===== config.mk =====
export PLATFORM = sky130hd
export DESIGN_NAME = uart_rx_buffer_flat
export DESIGN_NICKNAME = d
export VERILOG_FILES = /design/src/rtl/uart_pkg.sv /design/src/rtl/uart_rx_buffer_if.sv /design/src/rtl/uart_byte_fifo.sv /design/src/rtl/uart_rx_buffer.sv /design/src/flat_wrapper.sv
export SDC_FILE = /design/constraint.sdc
export NUM_CORES = 1
export LEC_CHECK = 0
export CELL_PAD_IN_SITES_DETAIL_PLACEMENT = 1
export CELL_PAD_IN_SITES_GLOBAL_PLACEMENT = 2
export CORE_ASPECT_RATIO = 1.75
export CORE_UTILIZATION = 45
export CTS_CLUSTER_SIZE = 28
export DETAILED_ROUTE_END_ITERATION = 6
export DONT_BUFFER_PORTS = 1
export GPL_TIMING_DRIVEN = 0
export PLACE_DENSITY_LB_ADDON = 0.1
export SLEW_MARGIN = 30
export SYNTH_ARGS = -nofsm -noshare
export SYNTH_HDL_FRONTEND = slang
export SYNTH_SLANG_ARGS = --single-unit
export TNS_END_PERCENT = 5

===== constraint.sdc =====
create_clock -name clk -period 2.9 [get_ports clk]
set_clock_uncertainty 0.1 [all_clocks]
set_input_delay 0.87 -clock clk [delete_from_list [all_inputs] [get_ports clk]]
set_output_delay 0.87 -clock clk [all_outputs]
set_load 0.1 [all_outputs]

===== src/rtl/uart_pkg.sv =====
// Shared UART types and constants: byte type, capture FSM states, default depth,
// and a saturating counter helper used by the optional statistics.
package uart_pkg;

  localparam int UART_DATA_BITS   = 8;
  localparam int DEFAULT_RX_DEPTH = 8;

  typedef logic [UART_DATA_BITS-1:0] byte_t;

  typedef enum logic {
    CAP_IDLE,
    CAP_PEND
  } cap_state_e;

  // Clear takes priority over the old value, but an increment in the same cycle still lands.
  function automatic byte_t satIncClr(input byte_t cur, input logic inc, input logic clr);
    byte_t result;
    result = cur;
    if (clr) begin
      result = inc ? byte_t'(1) : byte_t'(0);
    end else if (inc && (cur != '1)) begin
      result = cur + byte_t'(1);
    end
    return result;
  endfunction

endpackage


===== src/rtl/uart_rx_buffer_if.sv =====
// Receiver-facing inputs plus the host-facing valid/ready byte stream of the rx buffer.
// slave = buffer side, master = receiver/host side.
interface uart_rx_buffer_if;
  import uart_pkg::*;

  byte_t rxData;
  logic  rxDone;
  logic  rxErr;
  byte_t outData;
  logic  outValid;
  logic  outReady;

  modport master (
    output rxData, rxDone, rxErr, outReady,
    input  outData, outValid
  );

  modport slave (
    input  rxData, rxDone, rxErr, outReady,
    output outData, outValid
  );

endinterface


===== src/rtl/uart_byte_fifo.sv =====
// Generic show-ahead synchronous byte FIFO with wrap-bit pointers. A push while full
// is accepted only if a pop frees a slot in the same cycle.
module uart_byte_fifo
  import uart_pkg::*;
#(
  parameter int Depth = DEFAULT_RX_DEPTH
) (
  input  logic                   clk,
  input  logic                   nReset,
  input  logic                   push,
  input  byte_t                  pushData,
  output logic                   full,
  input  logic                   pop,
  output byte_t                  popData,
  output logic                   empty,
  output logic [$clog2(Depth):0] count
);

  localparam int AW = $clog2(Depth);

  logic [AW:0] wrPtr;
  logic [AW:0] rdPtr;
  byte_t       mem [Depth];
  logic        popEff;
  logic        pushEff;

  assign empty   = (wrPtr == rdPtr);
  assign full    = (wrPtr[AW-1:0] == rdPtr[AW-1:0]) && (wrPtr[AW] != rdPtr[AW]);
  assign count   = wrPtr - rdPtr;
  assign popEff  = pop && !empty;
  assign pushEff = push && (!full || popEff);

  // Storage is deliberately left out of reset; the empty gate below hides stale contents.
  always_ff @(posedge clk) begin
    if (pushEff) begin
      mem[wrPtr[AW-1:0]] <= pushData;
    end
  end

  always_ff @(posedge clk or negedge nReset) begin
    if (!nReset) begin
      wrPtr <= '0;
      rdPtr <= '0;
    end else begin
      if (pushEff) wrPtr <= wrPtr + 1'b1;
      if (popEff)  rdPtr <= rdPtr + 1'b1;
    end
  end

  assign popData = empty ? '0 : mem[rdPtr[AW-1:0]];

endmodule


===== src/rtl/uart_rx_buffer.sv =====
// UART receive buffer: captures rxData the cycle after rxDone into a show-ahead FIFO,
// with sticky overrun/frameErr flags. Define UART_RX_BUFFER_STATS_EN for drop/err counters.
module uart_rx_buffer
  import uart_pkg::*;
#(
  parameter int Depth           = DEFAULT_RX_DEPTH,
  parameter int AlmostFullLevel = 6
) (
  input  logic                   clk,
  input  logic                   nReset,
  uart_rx_buffer_if.slave        bus,
  output logic [$clog2(Depth):0] count,
  output logic                   almostFull,
  output logic                   overrun,
  output logic                   frameErr,
  input  logic                   clearFlags
`ifdef UART_RX_BUFFER_STATS_EN
  ,
  output logic [7:0]             dropCount,
  output logic [7:0]             errCount
`endif
);

  localparam int CW = $clog2(Depth) + 1;
  localparam logic [CW-1:0] AfLevel = CW'(AlmostFullLevel);

  cap_state_e capState;
  cap_state_e capStateNext;
  logic       pushReq;
  logic       fifoFull;
  logic       fifoEmpty;
  logic       dropEvent;

  always_ff @(posedge clk or negedge nReset) begin
    if (!nReset) capState <= CAP_IDLE;
    else         capState <= capStateNext;
  end

  // A repeated rxDone while pending simply re-arms the capture.
  always_comb begin
    capStateNext = CAP_IDLE;
    case (capState)
      CAP_IDLE: if (bus.rxDone) capStateNext = CAP_PEND;
      CAP_PEND: if (bus.rxDone) capStateNext = CAP_PEND;
      default:  capStateNext = CAP_IDLE;
    endcase
  end

  always_comb begin
    pushReq = 1'b0;
    if (capState == CAP_PEND) pushReq = 1'b1;
  end

  uart_byte_fifo #(
    .Depth(Depth)
  ) u_fifo (
    .clk     (clk),
    .nReset  (nReset),
    .push    (pushReq),
    .pushData(bus.rxData),
    .full    (fifoFull),
    .pop     (bus.outReady),
    .popData (bus.outData),
    .empty   (fifoEmpty),
    .count   (count)
  );

  assign bus.outValid = !fifoEmpty;
  assign almostFull   = (count >= AfLevel);
  // Full implies non-empty, so outReady alone decides whether a slot frees up.
  assign dropEvent    = pushReq && fifoFull && !bus.outReady;

  always_ff @(posedge clk or negedge nReset) begin
    if (!nReset) begin
      overrun  <= 1'b0;
      frameErr <= 1'b0;
    end else begin
      if (dropEvent)       overrun <= 1'b1;
      else if (clearFlags) overrun <= 1'b0;
      if (bus.rxErr)       frameErr <= 1'b1;
      else if (clearFlags) frameErr <= 1'b0;
    end
  end

`ifdef UART_RX_BUFFER_STATS_EN
  always_ff @(posedge clk or negedge nReset) begin
    if (!nReset) begin
      dropCount <= '0;
      errCount  <= '0;
    end else begin
      dropCount <= satIncClr(dropCount, dropEvent, clearFlags);
      errCount  <= satIncClr(errCount, bus.rxErr, clearFlags);
    end
  end
`endif

endmodule

===== src/flat_wrapper.sv =====
// flat-port wrapper written by rule: the top's interface ports become plain ports
module uart_rx_buffer_flat import uart_pkg::*;
#(
  parameter int Depth           = DEFAULT_RX_DEPTH,
  parameter int AlmostFullLevel = 6
)
  (clk, nReset, count, almostFull, overrun, frameErr, clearFlags, bus_rxData, bus_rxDone, bus_rxErr, bus_outReady, bus_outData, bus_outValid);
  uart_rx_buffer_if bus_i ();
  input  logic clk;
  input  logic nReset;
  output logic [$clog2(Depth):0] count;
  output logic almostFull;
  output logic overrun;
  output logic frameErr;
  input  logic clearFlags;
  input wire logic [$bits(bus_i.rxData)-1:0] bus_rxData;
  input wire logic [$bits(bus_i.rxDone)-1:0] bus_rxDone;
  input wire logic [$bits(bus_i.rxErr)-1:0] bus_rxErr;
  input wire logic [$bits(bus_i.outReady)-1:0] bus_outReady;
  output wire logic [$bits(bus_i.outData)-1:0] bus_outData;
  output wire logic [$bits(bus_i.outValid)-1:0] bus_outValid;
  assign bus_i.rxData = bus_rxData;
  assign bus_i.rxDone = bus_rxDone;
  assign bus_i.rxErr = bus_rxErr;
  assign bus_i.outReady = bus_outReady;
  assign bus_outData = bus_i.outData;
  assign bus_outValid = bus_i.outValid;
  uart_rx_buffer #(.Depth(Depth), .AlmostFullLevel(AlmostFullLevel)) u_core (.clk(clk), .nReset(nReset), .bus(bus_i), .count(count), .almostFull(almostFull), .overrun(overrun), .frameErr(frameErr), .clearFlags(clearFlags));
endmodule

# Word level (Yosys, flattened, before mapping)
# Memory sizes are Yosys's and may differ from the RTL's.
# Index checks and enable logic that the tools add are counted.
[totals]
reg_bits = 11
mem_bits_rw = 64
output_inout_bits = 16
memories = 1
[classes]
addsub = 3
magnitude_cmp = 1
eq_ne = 3
mux = 8
n_reduce_logical = 11
[mem_list]
columns = ["memory", "words", "width", "read_ports", "rd_clocked_by_memory_dff", "write_ports", "line", "source"]
rows = [
  ["u_core.u_fifo.mem", 8, 8, 1, 0, 1, "uart_byte_fifo.sv:23", "byte_t mem [Depth];"],
]
[op_table]
columns = ["op", "count"]
rows = [
  ["$add 4x1->4 const B", 2],
  ["$mux 8", 1],
  ["$mux 1", 7],
  ["$logic_and 1x1->1", 5],
  ["$eq 4x4->1", 1],
  ["$ge 4x3->1 const B", 1],
  ["$reduce_bool 2->1", 2],
  ["$sub 4x4->4", 1],
  ["$eq 3x3->1", 1],
  ["$logic_not 1->1", 3],
  ["$logic_or 1x1->1", 1],
  ["$ne 1x1->1", 1],
]

# Depth between registers and ports, before layout
# Gate-level depths: netlist of the first run.
[logic_depth]
ltp_word = 7
mapped_depth = 7

# By module
# From an unflattened synthesis of the first run, not the netlist that was laid out.
[unflattened]
hier_cells = 198
hier_area_um2 = 3143.0
[by_module_without_submodules]
columns = ["mod", "instances", "cells_per_inst", "area_each_um2"]
rows = [
  ["uart_byte_fifo", 1, 189, 3032.9],
  ["uart_rx_buffer", 1, 9, 110.1],
]

# Worst setup path after synthesis of the first run
# No wires, ideal clock.
[synth_path]
path_kind = "reg2out"
start = "register u_core.u_fifo.wrPtr[0]"
end = "output almostFull"
arrival_ps = 4019
required_time_ps = 1930
path_slack_ps = -2089
stages_incl_launch_ff = 8
n_path_buf = 1
path_cell_list = "dfrtp_1 clkbuf_1 inv_1 ha_1 fa_1 xnor2_1 nand2_1 o21ai_0"
[synth_between]
elab_chain_len = 2
[synth_rtl]
columns = ["item", "line", "source"]
rows = [
  ["start, declared", "uart_byte_fifo.sv:21", "logic [AW:0] wrPtr;"],
  ["start signal, assigned", "uart_byte_fifo.sv:45", "if (pushEff) wrPtr <= wrPtr + 1'b1;"],
  ["$sub 4x4->4", "uart_byte_fifo.sv:29", "assign count = wrPtr - rdPtr;"],
  ["named net count[2]", "flat_wrapper.sv:11", "output logic [$clog2(Depth):0] count;"],
  ["$ge 4x3->1", "uart_rx_buffer.sv:69", "assign almostFull = (count >= AfLevel);"],
  ["end, declared", "flat_wrapper.sv:12", "output logic almostFull;"],
]
# The timed path passes the listed nets, and every way through them passes these cells.

# Worst setup path after layout of the first run
[layout_path]
start = "register u_core.u_fifo.rdPtr[0]"
end = "output almostFull"
[layout_between]
elab_chain_len = 2
[layout_rtl]
columns = ["item", "line", "source"]
rows = [
  ["start, declared", "uart_byte_fifo.sv:22", "logic [AW:0] rdPtr;"],
  ["start signal, assigned", "uart_byte_fifo.sv:46", "if (popEff) rdPtr <= rdPtr + 1'b1;"],
  ["$sub 4x4->4", "uart_byte_fifo.sv:29", ""],
  ["named net count[1]", "flat_wrapper.sv:11", ""],
  ["$ge 4x3->1", "uart_rx_buffer.sv:69", ""],
]
# The timed path passes the listed nets, and every way through them passes these cells.

==> results of run 1 <==
-- metal layers --
metal  GRT usage [%]  wire length (um)  vias to the layer above
met4            9.13               155                        0
met1            22.9              2570                      901
met5               0                 0                        -
li1                -                 -                      811
met3            5.00               217                       15
met2            39.0              4120                       31
-- flip-flops by register name, indices dropped and copies added, names as in the netlist --
| register | count |
|---|---|
| u_core.u_fifo.mem | 64 |
| u_core.u_fifo.rdPtr | 4 |
| u_core.capState | 1 |
| u_core.overrun | 1 |
| u_core.frameErr | 1 |
| u_core.u_fifo.wrPtr | 4 |
-- metrics by stage --
stage          hold WS [ns]  utilization [%]
2_1_floorplan         0.437                -
3_3_place_gp          0.475             51.0
3_5_place_dp          0.475             51.3
4_1_cts               0.111             56.8
5_1_grt               0.113             57.2
6_report              0.122             57.2
-- worst register-to-register path, delay by kind of cell, from the launching register on --
kind                       cells  cell delay (ns)
AOI/OAI and AO/OA              1             0.17
buffers and inverters          4             0.53
adders and majority gates      1             0.20
DFF                            1             0.41
and+or+nand+nor                2             0.81
-- path summary, 6_finish.rpt --
check | endpoint | slack (ns)
max | almostFull | -0.55
min | u_core.frameErr$_DFFE_PN0P_ | 0.12
max reg2reg | u_core.u_fifo.mem[3][2]$_DFFE_PP_ | 0.30
min reg2reg | u_core.u_fifo.rdPtr[2]$_DFFE_PN0P_ | 0.45
max in group asynchronous | u_core.u_fifo.wrPtr[0]$_DFFE_PN0P_ | 2.50
min in group clk | u_core.u_fifo.rdPtr[2]$_DFFE_PN0P_ | 0.45
-- cell families after synthesis --
kind of cell,after synthesis,synth area share (%)
compound gates,29,7.51
flops,75,68.4
simple gates,31,5.14
fa+ha+maj,6,2.57
buf+inv,16,2.10
xor+xnor,9,2.92
mux,34,11.4
-- cell usage in the layout, fill, tap and decap left out, drive strengths merged, types with 2 or more instances in the layout --
cell type | Yosys | routed
a21oi | 3 | 3
a22o | 8 | 8
buf | 7 | 16
bufinv | 0 | 2
clkbuf | 1 | 11
clkinv | 0 | 4
clkinvlp | 0 | 2
dfrtp | 11 | 11
edfxtp | 64 | 64
ha | 5 | 5
inv | 8 | 6
mux2 | 18 | 18
mux2i | 16 | 16
nand2 | 4 | 4
nand2b | 2 | 2
nor2 | 8 | 8
nor3 | 10 | 10
o21ai | 3 | 3
o22ai | 8 | 8
o311ai | 3 | 3
xnor2 | 7 | 7
xor2 | 2 | 2
-- layout make-up --
type	instances	area (um^2)	area share, %
well taps	84	105	2.66
inverters	8	45.0	1.14
clock inverters	6	80.1	2.03
plain buffers	7	60.1	1.52
multi-input cells	109	1150	29.1
clock buffers	10	229	5.80
repair buffers	10	78.8	2.00
flip-flops and latches	75	2200	55.7
-- what timing repair did --
action                                  in CTS  in global routing
gates cloned                                 0                  0
setup buffers                                7                  3
pin swaps                                    6                  5
endpoints found under the setup margin      13                 13
resized for setup                            8                  3
==> results_dict.tcl, run 1 <==
set metrics [dict create \
    synth.top_cell.area_share_pct 59.8 \
    synth_most_common_cell "edfxtp_1" \
    fin_crit_sh_pct 119 \
    r2r_cells 8 \
    setup_slack_ns -0.552 \
    grt_pass1_wl_um 11100 \
    dp_hpwl_um 4860 \
    cts_buffers 9 \
    io_buffers 0 \
    min_path_type "input pin to asynchronous set/reset pin" \
    die-area_um2 7500 \
    rsz0062_at_grt "true" \
    vias 1758 \
    ys_ff_latch 75 \
    setup_viol 13 \
    num_antenna_cells 0 \
    yosys.area.top_type "edfxtp_1" \
    core_area_um2 6910 \
    rows 40 \
    critical-path-max-stage-delay_ns 0.58 \
    cts_tree "built" \
    synthArstFlopShare_pct 14.7 \
    antenna_found_initial 0 \
    relSlewSlack_pct 32.8 \
    place.gp.congestion 0.717 \
    cp.depth 5 \
    syn-num-nets 220 \
    critPathBufInv 1 \
    fill_cells 644 \
    syn_area_um2 3210 \
    dp.cells 284 \
    max_freq_mhz 290 \
    pre_cts_ws_ns -0.610 \
    critPathKind "flop to output port" \
    fin_cells 309 \
    die_y_um 114 \
    synthTopCellsByArea "edfxtp_1, dfrtp_1, mux2_2, mux2i_1, a22o_1" \
    first_iter_violations 114 \
    tightest_slew_ns 1.00 \
    drv_slew 0 \
    path_delay_family "adder cells" \
    cp.required_ns 1.93 \
    cts_root_buf "clkbuf_16" \
    die_w_um 65.9 \
    path_cells "ha_4 -> fa_2 -> clkinvlp_4 -> nand2_2 -> o21ai_4" \
    failed_checks "setup timing" \
    fin_area_um2 3950 \
    initial_utilization_pct 46.5 \
    crit_path_start "u_core.u_fifo.rdPtr[0]$_DFFE_PN0P_" \
    cts-htree-levels 3 \
    grt_overflow 0 \
    start_kind "flop" \
    clk_path_buf_depth 2 \
    grtUsageTotal_pct 21.5 \
    yosysSeqAreaShare_pct 68.4 \
    cts_sinks 75 \
    synth-edff-count 64 \
    io_pins 30 \
    syn_to_final_growth_pct 22.9 \
    place_area_um2 3540 \
    status "finished, violations left" \
    drt_first_pass_iters 4 \
    cpMaxStageDelayCell "fa_2" \
    ant_nets 0 \
    synth-main-ff-cell "edfxtp_1" \
    cts.clk_slew.worst_paths_ns 0.06 \
    grt_max_degree 13 \
    ys_types 40 \
    hold_viol 0 \
    hold_buffers 0 \
    worstPathMaxFanout 8 \
    syn_avg_cell_area_um2 16.1 \
    drc 0 \
    fin_crit_ns 3.45 \
    maxCapViolCount 0 \
    wl_per_cell_um 22.8 \
    r2r_start "u_core.u_fifo.rdPtr[1]$_DFFE_PN0P_" \
    drive_above_1_share_pct 36.9 \
    yosysWarnings 0 \
    fin_setup_tns_ns -4.82 \
    synth_common_cells "edfxtp_1, mux2_2, mux2i_1" \
    clkLatencyLatePin_ns 0.34 \
    avgViaCountPerCell 5.69 \
    drt-total-wl_um 7060 \
    cp_data_arrival_time_ns 2.48 \
    cp-end-kind "output port" \
    postSynthCellCount 200 \
    nNetsFinal 240 \
    grt_pass1_vias 1991 \
]
Power of run 1 is not shown: default switching activity piles up to over one toggle a cycle in this logic, so the estimate is an artifact.
==> run 2, diff against run 1 <==
--- a/config.mk
+++ b/config.mk
@@ -5,6 +5,7 @@
 export SDC_FILE = /design/constraint.sdc
 export NUM_CORES = 1
 export LEC_CHECK = 0
+export CAP_MARGIN = 30
 export CELL_PAD_IN_SITES_DETAIL_PLACEMENT = 1
 export CELL_PAD_IN_SITES_GLOBAL_PLACEMENT = 2
 export CORE_ASPECT_RATIO = 1.75
==> results of run 2 <==
The final DEF is identical to that of run 1; final timing and power are the same.
Power of run 2 is left out for the same reason.
